$ cat config.mk
export PLATFORM = sky130hd
export DESIGN_NAME = hls_deadlock_monitor_param
export DESIGN_NICKNAME = d
export VERILOG_FILES = /design/src/rtl/hls_deadlock_monitor_param.sv
export SDC_FILE = /design/constraint.sdc
export NUM_CORES = 1
export LEC_CHECK = 0
export BUFFER_PORTS_ARGS = -buffer_cell sky130_fd_sc_hd__buf_2
export CAP_MARGIN = 20
export CORE_ASPECT_RATIO = 0.7
export CORE_MARGIN = 2
export CORE_UTILIZATION = 50
export DETAILED_ROUTE_END_ITERATION = 8
export PLACE_DENSITY = 0.71
export SYNTH_ARGS = -nofsm -noshare
export SYNTH_HDL_FRONTEND = slang
export SYNTH_SLANG_ARGS = --single-unit
$ cat constraint.sdc
create_clock -name clock -period 3.3 [get_ports clock]
set_input_delay 0.495 -clock clock [delete_from_list [all_inputs] [get_ports clock]]
set_output_delay 0.495 -clock clock [all_outputs]
set_load 0.01 [all_outputs]
$ cat src/rtl/hls_deadlock_monitor_param.sv
// hls_deadlock_monitor_param
// Watches an HLS dataflow region and flags a deadlock. A deadlock is declared
// when at least one process is stalled on an AXI-Stream channel and every
// process is idle, blocked on an internal channel, or blocked on a stream.
// The condition must hold for HOLD_CYCLES consecutive cycles before it is
// reported. The first detection is latched with a timestamp until clear.
//
// Ports
//   clock, reset          : clock, synchronous active-high reset
//   axis_block_sigs       : per-channel stream-blocked flags
//   proc_idle_sigs        : per-process idle
//   proc_chan_block_sigs  : per-process internal FIFO/channel block
//   axis_proc_map         : row p (NUM_AXIS bits) = channels owned by process p
//   axis_mask             : 1 = ignore channel
//   clear                 : pulse, drops sticky state and captured fields
//   block                 : live flag, detected and condition still present
//   block_sticky          : detection latched until clear/reset
//   axis_block_info       : masked stream-block flags captured at detection
//   first_axis_idx        : lowest set index of axis_block_info
//   detect_time           : timestamp of the final condition cycle
//   detect_count          : detections since reset, saturating at 255
//
// State table
//   MONITOR  | condition not present, hold counter at 0
//   PENDING  | condition present, counting consecutive cycles in hc_q
//   DETECTED | detection latched, left only by clear or reset
module hls_deadlock_monitor_param #(
  parameter int NUM_PROC    = 2,
  parameter int NUM_AXIS    = 3,
  parameter int HOLD_CYCLES = 16,
  parameter int TS_W        = 32,
  localparam int IDX_W      = (NUM_AXIS > 1) ? $clog2(NUM_AXIS) : 1
) (
  input  logic                         clock,
  input  logic                         reset,
  input  logic [NUM_AXIS-1:0]          axis_block_sigs,
  input  logic [NUM_PROC-1:0]          proc_idle_sigs,
  input  logic [NUM_PROC-1:0]          proc_chan_block_sigs,
  input  logic [NUM_PROC*NUM_AXIS-1:0] axis_proc_map,
  input  logic [NUM_AXIS-1:0]          axis_mask,
  input  logic                         clear,
  output logic                         block,
  output logic                         block_sticky,
  output logic [NUM_AXIS-1:0]          axis_block_info,
  output logic [IDX_W-1:0]             first_axis_idx,
  output logic [TS_W-1:0]              detect_time,
  output logic [7:0]                   detect_count
);

  typedef enum logic [1:0] {
    MONITOR  = 2'd0,
    PENDING  = 2'd1,
    DETECTED = 2'd2
  } state_t;

  localparam logic [15:0] HOLD_LAST = 16'(HOLD_CYCLES - 1);

  state_t               state_q, state_d;
  logic [15:0]          hc_q, hc_d;
  logic [TS_W-1:0]      ts_q;
  logic                 block_q;
  logic [NUM_AXIS-1:0]  info_q;
  logic [IDX_W-1:0]     idx_q;
  logic [TS_W-1:0]      time_q;
  logic [7:0]           count_q;

  logic [NUM_AXIS-1:0]  eff;
  logic [NUM_PROC-1:0]  pax;
  logic [NUM_PROC-1:0]  stop;
  logic                 cond;
  logic [IDX_W-1:0]     low_idx;
  logic                 detect_now;

  always_comb begin
    eff = axis_block_sigs & ~axis_mask;
    for (int p = 0; p < NUM_PROC; p++) begin
      pax[p] = |(eff & axis_proc_map[p*NUM_AXIS +: NUM_AXIS]);
    end
    stop = proc_idle_sigs | proc_chan_block_sigs | pax;
    cond = (|pax) & (&stop);
  end

  // Scan from the top so the lowest set index is the one left standing.
  always_comb begin
    low_idx = '0;
    for (int a = NUM_AXIS - 1; a >= 0; a--) begin
      if (eff[a]) low_idx = IDX_W'(a);
    end
  end

  always_comb begin
    state_d = state_q;
    hc_d    = hc_q;
    if (clear) begin
      state_d = MONITOR;
      hc_d    = '0;
    end else begin
      case (state_q)
        MONITOR: begin
          if (cond && (HOLD_CYCLES == 1)) begin
            state_d = DETECTED;
            hc_d    = '0;
          end else if (cond) begin
            state_d = PENDING;
            hc_d    = 16'd1;
          end else begin
            hc_d    = '0;
          end
        end
        PENDING: begin
          if (!cond) begin
            state_d = MONITOR;
            hc_d    = '0;
          end else if (hc_q == HOLD_LAST) begin
            state_d = DETECTED;
            hc_d    = '0;
          end else begin
            hc_d    = hc_q + 16'd1;
          end
        end
        DETECTED: begin
          state_d = DETECTED;
        end
        default: begin
          state_d = MONITOR;
          hc_d    = '0;
        end
      endcase
    end
  end

  // clear already forces MONITOR, so it can never produce a detection edge.
  assign detect_now = (state_q != DETECTED) && (state_d == DETECTED);

  always_ff @(posedge clock) begin
    if (reset) begin
      state_q <= MONITOR;
      hc_q    <= '0;
      ts_q    <= '0;
      block_q <= 1'b0;
      info_q  <= '0;
      idx_q   <= '0;
      time_q  <= '0;
      count_q <= '0;
    end else begin
      state_q <= state_d;
      hc_q    <= hc_d;
      ts_q    <= ts_q + 1'b1;
      block_q <= (state_d == DETECTED) && cond;
      if (clear) begin
        info_q <= '0;
        idx_q  <= '0;
        time_q <= '0;
      end else if (detect_now) begin
        info_q <= eff;
        idx_q  <= low_idx;
        time_q <= ts_q;
        if (count_q != 8'hFF) count_q <= count_q + 8'd1;
      end
    end
  end

  assign block           = block_q;
  assign block_sticky    = (state_q == DETECTED);
  assign axis_block_info = info_q;
  assign first_axis_idx  = idx_q;
  assign detect_time     = time_q;
  assign detect_count    = count_q;

endmodule

# Yosys cells after proc, flatten, opt, wreduce, memory -nomap -nowiden
# Cells that the tools add are included.
[totals]
register_bits = 96
latchBits = 0
ramBits = 0
romBits = 0
out_inout_bits = 47
wordCells = 46
n_memories = 0
[classes]
addsub = 3
multipliers = 0
div = 0
n_lt_le_gt_ge = 0
eq_ne = 6
shift = 0
muxes = 12
bitwise_logic = 8
reduce_logical = 9
[op_table]
columns = ["op", "n"]
rows = [
  ["one-hot mux 16 bit (3 select lines)", 1],
  ["adder 32 x 1 -> 32 bit (second input constant)", 1],
  ["2-to-1 mux 16 bit", 2],
  ["adder 16 x 1 -> 16 bit (second input constant)", 1],
  ["== test 16 x 4 -> 1 bit (second input constant)", 1],
  ["2-to-1 mux 2 bit", 7],
  ["bitwise AND 3 bit", 3],
  ["adder 8 x 1 -> 8 bit (second input constant)", 1],
  ["inequality test 8 bit (second input constant)", 1],
  ["one-hot mux 2 bit (3 select lines)", 1],
  ["OR reduction 3 bit", 2],
  ["OR reduction 6 bit", 1],
  ["== test 2 bit (second input constant)", 2],
  ["OR 2 bit", 2],
  ["inverter 3 bit", 1],
  ["AND reduction 3 bit", 1],
  ["== test 2 x 1 -> 1 bit (second input constant)", 1],
  ["logical AND 1 bit", 2],
  ["logical NOT 2 bit", 1],
  ["inequality test 2 bit (second input constant)", 1],
  ["AND reduction 2 bit", 1],
  ["OR reduction 2 bit", 1],
  ["bitwise AND 1 bit", 1],
  ["2-to-1 mux 1 bit", 1],
  ["inverter 1 bit", 1],
]

# Depth between registers and ports, before layout
# Gate-level depths: netlist (run 1).
[depth]
depth_word = 13
depth_mapped = 9
depth_no_buf = 6

# Worst setup path before layout (run 1)
# OpenSTA, ideal clock, no wires.
[synth_timing]
path_type = "input port to flip-flop"
from = "input port axis_mask[0]"
to = "register time_q[10], in the netlist detect_time[10]"
t_arrival_ns = 1.859
t_required_ns = 3.178
slack_ns = 1.319
stages = 7
n_path_buf = 2
cell_sequence = "and2b_1 > a2111o_1 > o2111ai_1 > or2_1 > buf_2 > buf_2 > o21ai_1"
[synth_via]
elab_chain_cells = 12
elab_cells_between_ends = 16
classes_between = "eq/ne: 1; mux: 4; bitwise: 6; reduce/logical: 5"
[synth_lines]
columns = ["item", "line", "source"]
rows = [
  ["from (decl)", "40", "input logic [NUM_AXIS-1:0] axis_mask,"],
  ["inverter 3 bit (*)", "75", "eff = axis_block_sigs & ~axis_mask;"],
  ["bitwise AND 3 bit (*)", "75", ""],
  ["bitwise AND 3 bit", "77", "pax[p] = |(eff & axis_proc_map[p*NUM_AXIS +: NUM_AXIS]);"],
  ["OR reduction 3 bit", "77", ""],
  ["OR 2 bit", "79", "stop = proc_idle_sigs | proc_chan_block_sigs | pax;"],
  ["AND reduction 2 bit", "80", "cond = (|pax) & (&stop);"],
  ["bitwise AND 1 bit (*)", "80", ""],
  ["2-to-1 mux 2 bit, on equally long branches", "111, 103", ""],
  ["one-hot mux 2 bit (3 select lines) (*)", "98", "case (state_q)"],
  ["2-to-1 mux 2 bit (*)", "94", "if (clear) begin"],
  ["== test 2 bit (*)", "133", "assign detect_now = (state_q != DETECTED) && (state_d == DETECTED);"],
  ["logical AND 1 bit (*)", "133", ""],
  ["to (signal assigned)", "157", "time_q <= ts_q;"],
  ["to (decl)", "64", "logic [TS_W-1:0] time_q;"],
]
# Mark *: on every way between the ends. The rest lies on a longest branch, timed or not.
# A chain may end at the register's enable or synchronous reset.

# Final worst setup path (run 1)
[layout_timing]
from = "register hc_q[0]"
to = "register count_q[3], in the netlist detect_count[3]"
[layout_via]
elab_chain_cells = 8
[layout_lines]
columns = ["item", "line", "source"]
rows = [
  ["from (decl)", "59", "logic [15:0] hc_q, hc_d;"],
  ["from (signal assigned)", "138", "hc_q <= '0;"],
  ["from (signal assigned)", "147", "hc_q <= hc_d;"],
  ["== test 16 x 4 -> 1 bit", "114", "end else if (hc_q == HOLD_LAST) begin"],
  ["2-to-1 mux 2 bit", "114", ""],
  ["2-to-1 mux 2 bit", "111", "if (!cond) begin"],
  ["one-hot mux 2 bit (3 select lines)", "98", ""],
  ["2-to-1 mux 2 bit", "94", ""],
  ["== test 2 bit", "133", ""],
  ["logical AND 1 bit", "133", ""],
  ["AND reduction 3 bit (no source line)", "n/a", ""],
  ["to (signal assigned)", "158", "if (count_q != 8'hFF) count_q <= count_q + 8'd1;"],
  ["to (decl)", "65", "logic [7:0] count_q;"],
]
# No other way between the ends.

==> results of run 1 <==
## synth_stat cells (all sizes together), types with 2 or more instances
master   number
and3b         2
nor2b        10
a31o          3
xnor2        19
nand3        18
xor2          9
nand2        54
nor2         42
a21oi        12
nor3         17
o31ai         8
or2           5
dfxtp        96
clkbuf       19
and3          4
and4          5
nand3b        6
buf          16
o2111ai       2
and2          2
nor4         12
nor3b         2
o21ai        45
o211ai       39
nand4        17
mux2i         2
or3           5
nand2b        3
or4           5
mux2          4
a32oi         5
inv           8
ha            3
a31oi         6
## per-layer routing
metal,vias up,part of all wire (%),GRT usage [%]
met4,0,0.84,5.13
met1,1877,51,34.1
met3,10,6.5,6.35
met5,-,0,0
met2,122,42,30.2
li1,1979,-,-
## final cells by class
| class | count | area (um^2) |
|---|---|---|
| Fill cell | 765 | 3400 |
| Multi-Input combinational cell | 376 | 2370 |
| Sequential cell | 96 | 1920 |
| Timing Repair Buffer | 71 | 370 |
| Clock buffer | 10 | 229 |
| Tap cell | 120 | 150 |
| Clock inverter | 6 | 108 |
| Inverter | 8 | 30.0 |
## stage by stage
step / hold slack (ps) / std cells / power, W
finish: 472 / 687 / 0.00243
global route: 489 / 687 / 0.00252
CTS: 456 / 687 / 0.00245
detailed placement: 470 / 671 / 0.00128
global placement: 439 / 671 / 0.00128
floorplan: 426 / 515 / 0.00125
## kinds of logic (layout without fill, tap and decap cells)
family | after synthesis | after routing
simple gates | 211 | 211
flops | 96 | 96
compound gates | 128 | 128
mux | 6 | 6
xor+xnor | 28 | 28
buf+inv | 43 | 95
fa+ha+maj | 3 | 3
## power by group
group          internal (W)  switching [W]
clock network      0.000738       0.000436
logic             0.0000259      0.0000630
registers           0.00116     0.00000556
## sequential cells by signal (all words and copies together), names as in the netlist
signal           count
axis_block_info      3
first_axis_idx       2
hc_q                16
detect_time         32
detect_count         8
ts_q                32
state_q              2
block                1
## final timing paths
check | from | endpoint | slack [ps] | cells after the start
setup / recovery | hc_q[0]$_SDFFE_PP0N_ | detect_count[3]$_SDFFE_PP0P_ | 800 | 6
hold / removal | axis_mask[2] | axis_block_info[2]$_SDFFE_PP0P_ | 470 | 4
setup reg to reg | hc_q[0]$_SDFFE_PP0N_ | detect_count[3]$_SDFFE_PP0P_ | 800 | 6
hold reg to reg | ts_q[31]$_SDFF_PP0_ | detect_time[31]$_SDFFE_PP0P_ | 470 | 2
## critical path, cell delays in order (launching register included)
cell	delay [ps]
dfxtp_1	440
ha_1	270
and3_1	240
and4_1	450
o211ai_1	320
nor3_1	300
mux2_2	360
==> impl_metrics.toml, run 1 <==
[timing]
fin_tns_setup_ps = 0
drv_slew = 0
hold_viol_final = 0
period_needed_ps = 2500
setup_viol = 0
fmax_ghz = 0.400
rsz0062_at_grt = "no"
slew_headroom_pct = 41.5
worst_slack_ps = 802
worst_slew_pin_slew_ps = 877
clock_skew_ps = 9.73
fin_crit_sh_pct = 75.7

[synth]
synthMuxAreaShare_pct = 1.45
synth_fa_ha_area_share_pct = 0.839
yosys.area.top_type = "dfxtp_1"
synth_nets = 537
synth_top_family_by_area = "simple AND/OR/NAND/NOR gates"
yosys_warnings = 0
yosys.area_share.simple_pct = 25.8
syn_area_per_cell_um2 = 8.69
ys_types = 59
synth_ff_type = "dfxtp_1"
synth_top_area_share_pct = 42.9
ys_seq_area_share_pct = 42.9
postSynth.asyncResetShare_pct = 0
ys_ff_latch = 96
synth-xor-area-share_pct = 5.48
syn_area_um2 = 4480
synth_compound_area_share_pct = 18.8
synth.area.top_cells = "dfxtp_1 43%, o211ai_1 6.5%, nand2_1 4.5%, xnor2_1 3.7%, nor2_1 3.4%"
postSynthCellCount = 515
synth_edf_count = 0

[worst_setup_path]
arrival_ps = 2730
end_kind = "register"
path_max_fanout = 10
critPathKind = "reg -> reg"
crit_required_ps = 3530
critPathLaunchType = "register"

[cells_and_area]
stdcell_area_um2 = 5180
layout.nets = 584
drive_gt1_share_pct = 19.8
mostFrequentLayoutCells = "96 x dfxtp_1, 65 x buf_2, 54 x nand2_1, 40 x nor2_1, 39 x o211ai_1"
final_common_cell = "dfxtp_1"
area_growth_pct = 15.7
diodes = 0
utilization_pct = 60.3

[pwr]
power.density_nw_per_um2 = 469
vdd_drop_max_mv = 0.398
p_leak_nw = 1.83

[global_routing]
grt_usage_pct = 22.1
grt.overflow.total = 0
first_global_vias = 3574
grt_max_degree = 48
antenna_found_initial = 0
grt_pass1_wl_um = 17400

[clock_network]
cts_hold_buffers = 0
clk_latency_ps = 350
path_clk_slew_ps = 70
cts_tree = "done"
cts_setup_buffers = 0
cts_inserted_buffers = 9
cts_num_sinks = 96
cts_root_buf = "clkbuf_16"
cts_resized = 0
clockBufferDepth = 2
htree_levels = 3

[placement]
gp_congestion = 0.954
hpwlAfterDp_um = 7180
port_buffers = 65
detailedPlace.worstSlack_ps = 788
place_area_um2 = 4840

[min_path]
min_path_type = "in -> reg"

[drt]
totalWireLength_um = 10500
drtIter0Drc = 308
first_pass_iters = 5
viasPerCell = 5.80
final_antenna_net_count = 0
drcViolationCount = 0
vias = 3988
wl_per_cell_um = 15.3

[run]
maxCapViolations = 0

[floorplanning]
core_um2 = 8580
die_w_um = 117
start_util_pct = 52.1
io_pins = 66
rows = 28
dieHeight_um = 83.2
die-area_um2 = 9740

[outcome]
outcome = "complete, no violations"
(Power assumes the default switching activity.)
==> run 2: changes to the inputs <==
Settings changed: ABC_AREA set to 1.
Clock period 3.3 ns to 2.4 ns, I/O delays scaled along.
==> impl_metrics.toml, run 2 <==
[pwr]
power.density_nw_per_um2 = 624
p_leak_nw = 1.91
vdd_drop_max_mv = 0.452

[synth]
ys_types = 36
yosys.area.top_type = "dfxtp_1"
synth_ff_type = "dfxtp_1"
postSynthCellCount = 622
ys_seq_area_share_pct = 43.5
ys_ff_latch = 96
synth_edf_count = 0
syn_area_per_cell_um2 = 7.10
synth_nets = 644
synth.area.top_cells = "dfxtp_1 44%, nand2_1 14%, a21oi_1 8.6%, nor2_1 5.1%, inv_1 4.3%"
synth_top_area_share_pct = 43.5
postSynth.asyncResetShare_pct = 0
yosys_warnings = 0
yosysMostFrequentCell = "nand2_1"
synth_commonest_cells = "168 x nand2_1, 96 x dfxtp_1, 76 x a21oi_1"
syn_area_um2 = 4420

[timing]
fin_crit_sh_pct = 87.4
worst_slew_pin_slew_ps = 855
fin_tns_setup_ps = 0
period_needed_ps = 2100
fmax_ghz = 0.477
setup_viol = 0
rsz0062_at_grt = "no"
clock_skew_ps = 7.73
drv_slew = 0
hold_viol_final = 0
slew_headroom_pct = 42.9

[clock_network]
cts_inserted_buffers = 9
htree_levels = 3
cts_tree = "done"
cts_num_sinks = 96
cts_root_buf = "clkbuf_16"
cts_setup_buffers = 0
path_clk_slew_ps = 70
clk_latency_ps = 340
clockBufferDepth = 2

[drt]
vias = 4263
totalWireLength_um = 10300
first_pass_iters = 5
drtIter0Drc = 304
final_antenna_net_count = 0
wl_per_cell_um = 12.7
viasPerCell = 5.26
drcViolationCount = 0

[global_routing]
grt_max_degree = 51
first_global_vias = 3750
antenna_found_initial = 0
grt_pass1_wl_um = 17400
grt_usage_pct = 22.8
grt.overflow.total = 0

[placement]
gp_congestion = 0.950
dp.cells = 794
port_buffers = 65
hpwlAfterDp_um = 7310

[worst_setup_path]
reg2reg_depth = 11
critPathLaunchType = "register"
crit_required_ps = 2580
arrival_ps = 2280
cpMaxStageDelayCell = "dfxtp_1"
worst_path_most_repeated_cell = "nand3_2"
critPathKind = "reg -> reg"
path_cells = "ha_1 -> nand3_2 -> nor2_2 -> nand2_2 -> nor2_4 -> inv_1 -> nor2_1 -> nand3_2 -> buf_4 -> nand2_1 -> a21oi_1"
end_kind = "register"
critPathMaxStageDelay_ps = 370
path_max_fanout = 32

[cells_and_area]
fin_cells = 810
diodes = 0
mostFrequentLayoutCells = "168 x nand2_1, 96 x dfxtp_1, 76 x a21oi_1, 65 x buf_2, 59 x nor2_1"
drive_gt1_share_pct = 16.1
final_common_cell = "nand2_1"
layout.nets = 707
area_growth_pct = 16.9

[floorplanning]
dieHeight_um = 82.6
core_um2 = 8510
die_w_um = 116
start_util_pct = 51.9
io_pins = 66
rows = 28
die-area_um2 = 9610

[min_path]
hold_depth = 2
min_path_type = "in -> reg"

[run]
maxCapViolations = 0

[outcome]
outcome = "complete, no violations"
run 2: cell types whose count changed in the layout (fill, tap and decap cells not counted), moves of 12 or more:
cell,delta
a21oi_1,+64
nor2_1,+19
o211ai_1,-38
xnor2_1,-12
o21ai_1,-28
inv_1,+43
nand2_1,+114
nand3_1,+16
run 2: repair_timing:
item,CTS,global route
endpoints found under the setup margin,0,1
hold buffers,0,0
resized for setup,0,1
run 2: final timing paths:
path                                                   start                      endpoint  slack, ps
worst max-delay path                    hc_q[0]$_SDFFE_PP0N_  detect_time[23]$_SDFFE_PP0P_        300
worst min-delay path                                   clear         state_q[0]$_SDFF_PP0_        280
worst max register to register          hc_q[0]$_SDFFE_PP0N_  detect_time[23]$_SDFFE_PP0P_        300
worst min register to register  detect_time[10]$_SDFFE_PP0P_  detect_time[10]$_SDFFE_PP0P_        460
run 2: worst max-delay path, delay by kind of cell, from the launching register on:
family,cells,cell delay (ps)
simple gates,7,940
compound gates,1,70
fa+ha+maj,1,220
flops,1,370
buf+inv,2,320
run 2: power breakdown:
group | switching (W) | total [W] | internal [W] | leakage, nW
sequential | 0.00000601 | 0.00160 | 0.00160 | 0.774
clock | 0.000609 | 0.00152 | 0.000914 | 0.156
combinational | 0.0000648 | 0.0000927 | 0.0000279 | 0.979
total | 0.000680 | 0.00322 | 0.00254 | 1.91
run 2: cell type report:
cell class              count  area (um^2)
fillers                   795         3350
multi-input cells         453         2190
flip-flops and latches     96         1920
repair buffers             70          375
clock buffers               9          225
inverters                  55          206
well taps                 120          150
clock inverters             7         95.1
run 2: through the flow:
stage	area, um^2	setup WS (ps)	util, %	hold WS (ps)	power (W)
after floorplan	4420	636	-	426	0.00170
after global placement	4840	420	56.9	443	0.00173
after detailed placement	4840	320	56.9	452	0.00173
after CTS	5160	298	60.6	269	0.00326
after global routing	5160	48.2	60.7	287	0.00334
final	5160	302	60.7	285	0.00322
run 2: logic make-up after synthesis:
logic type      synth area share, %
flops                          43.5
simple gates                   34.0
xor+xnor                       2.58
buf+inv                        6.97
fa+ha+maj                     0.850
compound gates                 12.1
run 2: routing by layer:
layer / routed length (um) / GRT usage [%] / up-vias
met2: 4410 / 35.1 / 121
met4: 101 / 6.55 / 0
met5: 0 / 0 / -
met1: 5110 / 31.8 / 1949
met3: 632 / 5.77 / 12
li1: - / - / 2181
==> run 3: changes to the inputs <==
Settings changed: PLACE_DENSITY 0.71 to 0.73.
Clock period 2.4 ns to 2.1 ns, I/O delays scaled along.
==> impl_metrics.toml, run 3 (synthesis gave the netlist of run 2 again) <==
[cells_and_area]
layout.nets = 715
diodes = 0
drive_gt1_share_pct = 17.5
area_growth_pct = 19.2
mostFrequentLayoutCells = "167 x nand2_1, 96 x dfxtp_1, 76 x a21oi_1, 65 x buf_2, 57 x nor2_1"
final_common_cell = "nand2_1"
stdcell_area_um2 = 5260

[timing]
setup_viol = 0
drv_slew = 0
clock_skew_ps = 4.85
slew_headroom_pct = 66.9
period_needed_ps = 1930
fin_tns_setup_ps = 0
hold_viol_final = 0
holdWs_ps = 230
worst_slew_pin_slew_ps = 497
worst_slack_ps = 168
fin_crit_sh_pct = 92.0
fmax_ghz = 0.518

[clock_network]
cts_tree = "done"
clockBufferDepth = 2
htree_levels = 3
clk_latency_ps = 350
cts_inserted_buffers = 9
path_clk_slew_ps = 60
cts_num_sinks = 96
cts_root_buf = "clkbuf_16"

[min_path]
min_path_type = "in -> reg"
hold_depth = 2
hp-start = "clear"

[global_routing]
grt_usage_pct = 24.0
first_global_vias = 3916
grt_pass1_wl_um = 18100
antenna_found_initial = 0
grt_max_degree = 47
grt.overflow.total = 0

[worst_setup_path]
r2r_slack_ps = 170
critPathLaunchType = "register"
arrival_ps = 2140
critPathKind = "reg -> reg"
end_kind = "register"
reg2reg_depth = 11
cp-startpoint = "hc_q[0]$_SDFFE_PP0N_"
path_max_fanout = 32
crit_required_ps = 2310
r2r-start = "hc_q[0]$_SDFFE_PP0N_"

[drt]
drtIter0Drc = 252
first_pass_iters = 4
totalWireLength_um = 10900
wl_per_cell_um = 13.3
final_antenna_net_count = 0
viasPerCell = 5.28
drcViolationCount = 0
vias = 4318

[placement]
port_buffers = 65
place_area_um2 = 4890
hpwlAfterDp_um = 7770
gp_congestion = 0.921
detailedPlace.worstSlack_ps = 4.41

[floorplanning]
io_pins = 66
rows = 28
dieHeight_um = 82.6
die_w_um = 116
start_util_pct = 51.9
die-area_um2 = 9610
core_um2 = 8510

[run]
maxCapViolations = 0

[outcome]
outcome = "complete, no violations"

[pwr]
vdd_drop_max_mv = 0.552
power.density_nw_per_um2 = 704
total_power_w = 0.00370
p_leak_nw = 1.96
-- run 3: changes by cell type in the layout (fill, tap and decap cells not counted), sizes merged --
cell | previous run | this run
buf | 70 | 78
clkbuf | 9 | 10
inv | 56 | 55
-- run 3: timing repair --
action,CTS,global route
resized for setup,0,8
setup buffers,0,3
endpoints found under the setup margin,0,43
hold buffers,0,0
-- run 3: final cells by class --
cell class | count | area [um^2]
Clock inverter | 6 | 82.6
Multi-Input combinational cell | 453 | 2200
Timing Repair Buffer | 78 | 460
Tap cell | 120 | 150
Fill cell | 799 | 3250
Sequential cell | 96 | 1920
Inverter | 55 | 206
Clock buffer | 10 | 239
-- run 3: power breakdown --
| part | internal (W) | switching (W) | total, W |
|---|---|---|---|
| sequential | 0.00183 | 0.00000638 | 0.00183 |
| combinational | 0.0000344 | 0.0000774 | 0.000112 |
| clock | 0.00107 | 0.000689 | 0.00176 |
-- run 3: final timing paths --
check	end
worst max register to register	detect_time[24]$_SDFFE_PP0P_
worst max-delay path	detect_time[24]$_SDFFE_PP0P_
worst min-delay path	state_q[0]$_SDFF_PP0_
worst min register to register	detect_time[11]$_SDFFE_PP0P_
-- run 3: worst max-delay path, cell delays in order (launching register included) --
cell and delay (ps):
dfxtp_1 380, ha_1 220, nand3_2 120, nor2_2 130
nand2_2 120, nor2_4 120, inv_1 60, nor2_2 160
nand3_2 150, buf_12 200, nand2_1 70, a21oi_1 60
-- run 3: through the flow --
step           std cells  utilization, %
2_1_floorplan        622               -
3_5_place_dp         799            57.5
6_report             818            61.8
5_1_grt              818            61.8
3_3_place_gp         799            57.5
4_1_cts              815            61.2
-- run 3: layer usage --
| layer | GRT usage (%) | share of wire (%) | up-vias |
|---|---|---|---|
| li1 | - | - | 2182 |
| met1 | 32.6 | 48 | 2012 |
| met2 | 38.3 | 44 | 112 |
| met3 | 6.50 | 6.4 | 12 |
| met4 | 5.95 | 1.3 | 0 |
| met5 | 0 | 0 | - |
